==> src/rtl/lcd_pkg.sv <==
// Shared types and constants for the LCD read controller.
// The LCD_BUSY_POLL_EN macro adds the POLL_CHK state used for busy-flag polling.
package lcd_pkg;

  typedef enum logic [2:0] {
    ST_IDLE,
    ST_SETUP,
    ST_STROBE,
    ST_HOLD,
    ST_DONE
`ifdef LCD_BUSY_POLL_EN
    , ST_POLL_CHK
`endif
  } lcd_state_e;

  localparam int unsigned BF_BIT  = 7;
  localparam logic [6:0]  AC_MASK = 7'h7F;

  localparam int unsigned DEF_CLK_DIVIDE = 16;
  localparam int unsigned DEF_SETUP_CYC  = 2;
  localparam int unsigned DEF_HOLD_CYC   = 2;
  localparam int unsigned DEF_MAX_POLL   = 255;

  // One width serves every timing/poll counter so none of them can wrap.
  function automatic int unsigned cnt_width(input int unsigned a, input int unsigned b,
                                            input int unsigned c, input int unsigned d);
    int unsigned m;
    m = a;
    if (b > m) m = b;
    if (c > m) m = c;
    if (d > m) m = d;
    return $clog2(m) + 1;
  endfunction

endpackage

==> src/rtl/lcd_strobe_timer.sv <==
// Phase counter for SETUP/STROBE/HOLD; raises the matching end flag on the
// final cycle of each phase and restarts from zero on every phase change.
module lcd_strobe_timer
  import lcd_pkg::*;
#(
  parameter int unsigned CLK_DIVIDE = DEF_CLK_DIVIDE,
  parameter int unsigned SETUP_CYC  = DEF_SETUP_CYC,
  parameter int unsigned HOLD_CYC   = DEF_HOLD_CYC,
  parameter int unsigned MAX_POLL   = DEF_MAX_POLL
) (
  input  logic       iCLK,
  input  logic       iRST_N,
  input  lcd_state_e state_i,
  output logic       setup_end_o,
  output logic       strobe_end_o,
  output logic       hold_end_o
);

  localparam int unsigned CW = cnt_width(CLK_DIVIDE, SETUP_CYC, HOLD_CYC, MAX_POLL);
  localparam logic [CW-1:0] SETUP_LAST  = CW'(SETUP_CYC - 1);
  localparam logic [CW-1:0] STROBE_LAST = CW'(CLK_DIVIDE - 1);
  localparam logic [CW-1:0] HOLD_LAST   = CW'(HOLD_CYC - 1);

  logic [CW-1:0] cnt_q, cnt_d;
  logic          in_phase;

  always_comb begin
    setup_end_o  = (state_i == ST_SETUP)  && (cnt_q == SETUP_LAST);
    strobe_end_o = (state_i == ST_STROBE) && (cnt_q == STROBE_LAST);
    hold_end_o   = (state_i == ST_HOLD)   && (cnt_q == HOLD_LAST);
    in_phase     = (state_i == ST_SETUP) || (state_i == ST_STROBE) || (state_i == ST_HOLD);
    cnt_d        = cnt_q;
    if (!in_phase || setup_end_o || strobe_end_o || hold_end_o) begin
      cnt_d = '0;
    end else if (cnt_q != '1) begin
      cnt_d = cnt_q + 1'b1;
    end
  end

  always_ff @(posedge iCLK or negedge iRST_N) begin
    if (!iRST_N) cnt_q <= '0;
    else         cnt_q <= cnt_d;
  end

endmodule

==> src/rtl/lcd_read_controller.sv <==
// HD44780-style LCD read sequencer: SETUP -> STROBE -> HOLD -> DONE per request.
// Defining LCD_BUSY_POLL_EN makes data reads poll the busy flag first (POLL_CHK).
module lcd_read_controller
  import lcd_pkg::*;
#(
  parameter int unsigned CLK_DIVIDE = DEF_CLK_DIVIDE,
  parameter int unsigned SETUP_CYC  = DEF_SETUP_CYC,
  parameter int unsigned HOLD_CYC   = DEF_HOLD_CYC,
  parameter int unsigned MAX_POLL   = DEF_MAX_POLL
) (
  input  logic       iCLK,
  input  logic       iRST_N,
  input  logic       iStart,
  input  logic       iRS,
  output logic [7:0] oDATA,
  output logic       oDone,
  output logic       oBusy,
  output logic       oTimeout,
  inout  logic [7:0] LCD_DATA,
  output logic       LCD_RW,
  output logic       LCD_EN,
  output logic       LCD_RS
);

  lcd_state_e state_q;
  logic       setup_end, strobe_end, hold_end;

  assign LCD_DATA = 'z;

  lcd_strobe_timer #(
    .CLK_DIVIDE (CLK_DIVIDE),
    .SETUP_CYC  (SETUP_CYC),
    .HOLD_CYC   (HOLD_CYC),
    .MAX_POLL   (MAX_POLL)
  ) u_timer (
    .iCLK         (iCLK),
    .iRST_N       (iRST_N),
    .state_i      (state_q),
    .setup_end_o  (setup_end),
    .strobe_end_o (strobe_end),
    .hold_end_o   (hold_end)
  );

`ifdef LCD_BUSY_POLL_EN
  localparam int unsigned CW = cnt_width(CLK_DIVIDE, SETUP_CYC, HOLD_CYC, MAX_POLL);
  localparam logic [CW-1:0] POLL_LAST = CW'(MAX_POLL - 1);

  logic          rs_q;
  logic [CW-1:0] poll_cnt_q;
  logic          timeout_q;

  assign oTimeout = timeout_q;
`else
  assign oTimeout = 1'b0;
`endif

  always_ff @(posedge iCLK or negedge iRST_N) begin
    if (!iRST_N) begin
      state_q <= ST_IDLE;
      LCD_EN  <= 1'b0;
      LCD_RW  <= 1'b0;
      LCD_RS  <= 1'b0;
      oDATA   <= '0;
      oDone   <= 1'b0;
      oBusy   <= 1'b0;
`ifdef LCD_BUSY_POLL_EN
      rs_q       <= 1'b0;
      poll_cnt_q <= '0;
      timeout_q  <= 1'b0;
`endif
    end else begin
      oDone <= 1'b0;
`ifdef LCD_BUSY_POLL_EN
      timeout_q <= 1'b0;
`endif
      unique case (state_q)
        ST_IDLE: begin
          if (iStart) begin
            LCD_RW  <= 1'b1;
            oBusy   <= 1'b1;
            state_q <= ST_SETUP;
`ifdef LCD_BUSY_POLL_EN
            // Every request opens with a status strobe; RS rises only once BF clears.
            rs_q       <= iRS;
            LCD_RS     <= 1'b0;
            poll_cnt_q <= '0;
`else
            LCD_RS     <= iRS;
`endif
          end
        end
        ST_SETUP: begin
          if (setup_end) begin
            LCD_EN  <= 1'b1;
            state_q <= ST_STROBE;
          end
        end
        ST_STROBE: begin
          if (strobe_end) begin
            LCD_EN  <= 1'b0;
            oDATA   <= LCD_DATA;
            state_q <= ST_HOLD;
          end
        end
        ST_HOLD: begin
          if (hold_end) begin
`ifdef LCD_BUSY_POLL_EN
            if (rs_q && !LCD_RS) begin
              state_q <= ST_POLL_CHK;
            end else begin
              oDone   <= 1'b1;
              state_q <= ST_DONE;
            end
`else
            oDone   <= 1'b1;
            state_q <= ST_DONE;
`endif
          end
        end
`ifdef LCD_BUSY_POLL_EN
        ST_POLL_CHK: begin
          if (oDATA[BF_BIT]) begin
            if (poll_cnt_q == POLL_LAST) begin
              oDone     <= 1'b1;
              timeout_q <= 1'b1;
              state_q   <= ST_DONE;
            end else begin
              poll_cnt_q <= poll_cnt_q + 1'b1;
              state_q    <= ST_SETUP;
            end
          end else begin
            LCD_RS  <= 1'b1;
            state_q <= ST_SETUP;
          end
        end
`endif
        ST_DONE: begin
          LCD_RW  <= 1'b0;
          oBusy   <= 1'b0;
          state_q <= ST_IDLE;
        end
        default: state_q <= ST_IDLE;
      endcase
    end
  end

endmodule

==> config.mk <==
export PLATFORM = sky130hd
export DESIGN_NAME = lcd_read_controller
export DESIGN_NICKNAME = d
export VERILOG_FILES = /design/src/rtl/lcd_pkg.sv /design/src/rtl/lcd_strobe_timer.sv /design/src/rtl/lcd_read_controller.sv
export SDC_FILE = /design/constraint.sdc
export NUM_CORES = 1
export LEC_CHECK = 0
export ABC_AREA = 0
export CAP_MARGIN = 10
export CORE_ASPECT_RATIO = 1.25
export CORE_UTILIZATION = 45
export CTS_CLUSTER_DIAMETER = 50
export DETAILED_ROUTE_END_ITERATION = 10
export PLACE_DENSITY = 0.73
export SYNTH_ARGS = -nofsm -noshare
export SYNTH_HDL_FRONTEND = slang
export SYNTH_SLANG_ARGS = --single-unit
==> constraint.sdc <==
create_clock -name iCLK -period 2.9 [get_ports iCLK]
set_input_delay 0.29 -clock iCLK [delete_from_list [all_inputs] [get_ports iCLK]]
set_output_delay 0.29 -clock iCLK [all_outputs]
set_load 0.01 [all_outputs]
==> flow_summary.yaml <==
flow_run:
  drv.max_cap_violation_count: 0
final_layout:
  fin_nets: 115
  fin_util_pct: 55.6
  antenna_cells_inserted: 0
  areaGrowthSynthToFinish_pct: 11.5
  layout-drive-gt1-share_pct: 13.1
  filler_cell_count: 185
route:
  dr_total_vias: 688
  routed_wirelength_um: 1700
  first_pass_iters: 4
  drt-initial-drc-count: 7
  post-route-drc-count: 0
  detail_route.vias_per_cell: 5.02
  detail_route.wl_per_cell_um: 12.4
  drtAntennaViolNets: 0
clock_network:
  cts_setup_buffers: 0
  cts_htree_levels: 1
  tritoncts_clock_tree: "done"
  clkLatencyLatePin_ps: 280
  tritoncts.num_buffers: 3
  cts_sinks: 17
  post_cts_hold_buffer_count: 0
  cts-resized-gates: 0
  clkSlewWorstSetupHoldPaths_ps: 100
  clockBufferDepth: 2
  clock_tree.root_cell: "sky130_fd_sc_hd__clkbuf_4"
sta:
  max-slew-margin-rel_pct: 49.9
  finalClockSkew_ps: 3.94
  final_hold_violation_count: 0
  final-setup-viol-count: 0
  setup_tns_final_ps: 0
  rsz_0062_raised_after_global_routing: "no"
  post-route-period-util_pct: 75.3
  final_hold_slack_ps: 444
  finalMaxSlewViolations: 0
  period_needed_ps: 2180
  achievable-frequency_ghz: 0.458
  tightestPinTransition_ps: 749
power_and_ir_drop:
  vdd.ir_drop.worst_mv: 0.552
  power_leakage_nw: 0.496
  p_per_area_nw_per_um2: 705
  fin_total_pwr_mw: 0.803
floorplan:
  die_area_sq_um: 2460
  die_width_um: 44.6
  design.portCount: 26
  start_util_pct: 49.8
  row_count: 18
  core_area_sq_um: 2050
  die_y_um: 55.3
logic_synthesis:
  synthesis.area_sq_um: 1020
  syn-mean-instance-area_sq_um: 10.4
  ys_async_sr_fraction_pct: 100
  synth.yosys.seq_area_share_pct: 41.7
  predominant_post_synthesis_flop_cell: "sky130_fd_sc_hd__dfrtp_1"
  yosys_warnings: 0
  largest_cells_by_area_after_synthesis: "sky130_fd_sc_hd__dfrtp_1, sky130_fd_sc_hd__buf_4, sky130_fd_sc_hd__ha_1, sky130_fd_sc_hd__nor2b_1, sky130_fd_sc_hd__a21oi_1"
  number_of_synthesized_register_bits: 17
  count_of_flip_flops_with_a_built_in_enable_after_synthesis: 0
  synthTopCellsByCount: "sky130_fd_sc_hd__buf_4, sky130_fd_sc_hd__dfrtp_1, sky130_fd_sc_hd__a21oi_1"
  instance_count_of_the_mapped_netlist: 98
  synth_cell_type_count: 39
  synth_top_cell_area_share_pct: 41.7
  post-synth-top-area-cell: "sky130_fd_sc_hd__dfrtp_1"
critical_path:
  cp_class: "register to register"
  worstRegToRegCells: 7
  critPathRequiredTime_ps: 3100
  critical_path.startpoint_type: "register"
  worst_r2r_endpoint: "u_timer.cnt_q[7]"
  rrSetupSlack_ps: 720
  crit_path_max_fanout: 10
  crit_path_frequent_cell: "sky130_fd_sc_hd__ha_1"
  timing.critical_path.cells: "ha_1 -> nand3_1 -> nor2_1 -> ha_1 -> nand4b_1 -> or4_1 -> a22oi_1"
  reg_to_reg_start: "u_timer.cnt_q[0]"
  slowest_delay_ps: 440
  slowest_cell_on_crit_path: "sky130_fd_sc_hd__dfrtp_1"
  worstSetupEndpointType: "register"
  arrival_ps: 2380
placement:
  dp_hpwl_um: 1320
  place.port_buffers: 16
  place_congestion: 0.802
outcome:
  run_status: "finished clean"
global_route:
  groute.usage.overall_pct: 15.5
  pin_count_of_the_biggest_net_entering_global_routing: 18
  grt_pass1_vias: 662
  grt_overflow_total: 0
  antenna_found_initial: 0
  grt_pass1_wl_um: 2940
min_path:
  hold_path.class: "input pin to async pin"
-- sequential cells by signal (all words and copies together), names as in the netlist --
signal and flops:
LCD_EN 1, LCD_RS 1, LCD_RW 1, oDATA 1
oDone 1, state_q 3, u_timer.cnt_q 9
-- how the worst max path moves through the flow --
stage,endpoint,start,cells after the start,slack [ps]
floorplan,u_timer.cnt_q[7],u_timer.cnt_q[0],8,890
global placement,u_timer.cnt_q[7],u_timer.cnt_q[0],7,820
detailed placement,u_timer.cnt_q[7],u_timer.cnt_q[0],7,720
CTS,u_timer.cnt_q[7],u_timer.cnt_q[0],7,710
global route,u_timer.cnt_q[7],u_timer.cnt_q[0],7,510
finish,u_timer.cnt_q[7],u_timer.cnt_q[0],7,720
-- where the power goes --
group	internal (mW)	total, mW	leakage [nW]	switching (mW)
Combinational	0.169	0.329	0.256	0.160
Sequential	0.293	0.353	0.222	0.0604
Clock	0.0511	0.121	0.0177	0.0702
-- metal layers --
| layer | up-vias | global-route usage [%] | wire, um |
|---|---|---|---|
| met4 | 0 | 2.60 | 0 |
| met2 | 10 | 26.7 | 899 |
| met3 | 0 | 2.94 | 43 |
| met5 | - | 0 | 0 |
| li1 | 344 | - | - |
| met1 | 334 | 20.0 | 760 |
-- cell families after synthesis --
| logic type | Yosys count | synth area share [%] |
|---|---|---|
| fa+ha+maj | 3 | 3.68 |
| simple gates | 30 | 20.3 |
| mux | 3 | 3.55 |
| compound gates | 20 | 13.6 |
| buf+inv | 21 | 14.2 |
| xor+xnor | 3 | 2.57 |
| flops | 17 | 41.7 |
| other cells | 1 | 0.367 |
-- worst max-delay path, delay by kind of cell, from the launching register on --
family,cells,cell delay [ps]
compound gates,1,160
fa+ha+maj,2,530
flops,1,440
simple gates,4,970
-- per-stage QoR --
step           cells  setup WS (ps)  area, sq um
6_report         137            717         1140
3_3_place_gp     133            820         1110
2_1_floorplan    106            887         1050
4_1_cts          137            712         1140
5_1_grt          137            508         1140
3_5_place_dp     133            719         1110
-- layout make-up --
class / instances / area (sq um) / area share [%]
clock inverters: 1 / 5.00 / 0.440
well taps: 30 / 37.5 / 3.30
repair buffers: 16 / 160 / 14.1
multi-input cells: 68 / 480 / 42.2
inverters: 2 / 7.51 / 0.659
clock buffers: 3 / 22.5 / 1.98
flip-flops and latches: 17 / 425 / 37.4
-- cell usage in the layout, fill, tap and decap left out, types with 2 or more instances in the layout --
cell	instances
sky130_fd_sc_hd__a21oi_1	6
sky130_fd_sc_hd__a22oi_1	4
sky130_fd_sc_hd__and2_2	2
sky130_fd_sc_hd__clkbuf_4	3
sky130_fd_sc_hd__clkdlybuf4s50_1	16
sky130_fd_sc_hd__conb_1	9
sky130_fd_sc_hd__dfrtp_1	17
sky130_fd_sc_hd__ha_1	3
sky130_fd_sc_hd__inv_1	2
sky130_fd_sc_hd__nand2_1	3
sky130_fd_sc_hd__nand3_1	2
sky130_fd_sc_hd__nor2_1	3
sky130_fd_sc_hd__nor2b_1	5
sky130_fd_sc_hd__o21ai_0	2
sky130_fd_sc_hd__o31ai_1	2
sky130_fd_sc_hd__or3_1	2
sky130_fd_sc_hd__or4_1	2
sky130_fd_sc_hd__xor2_1	2
Note: power is estimated with default switching activity, not from simulation.
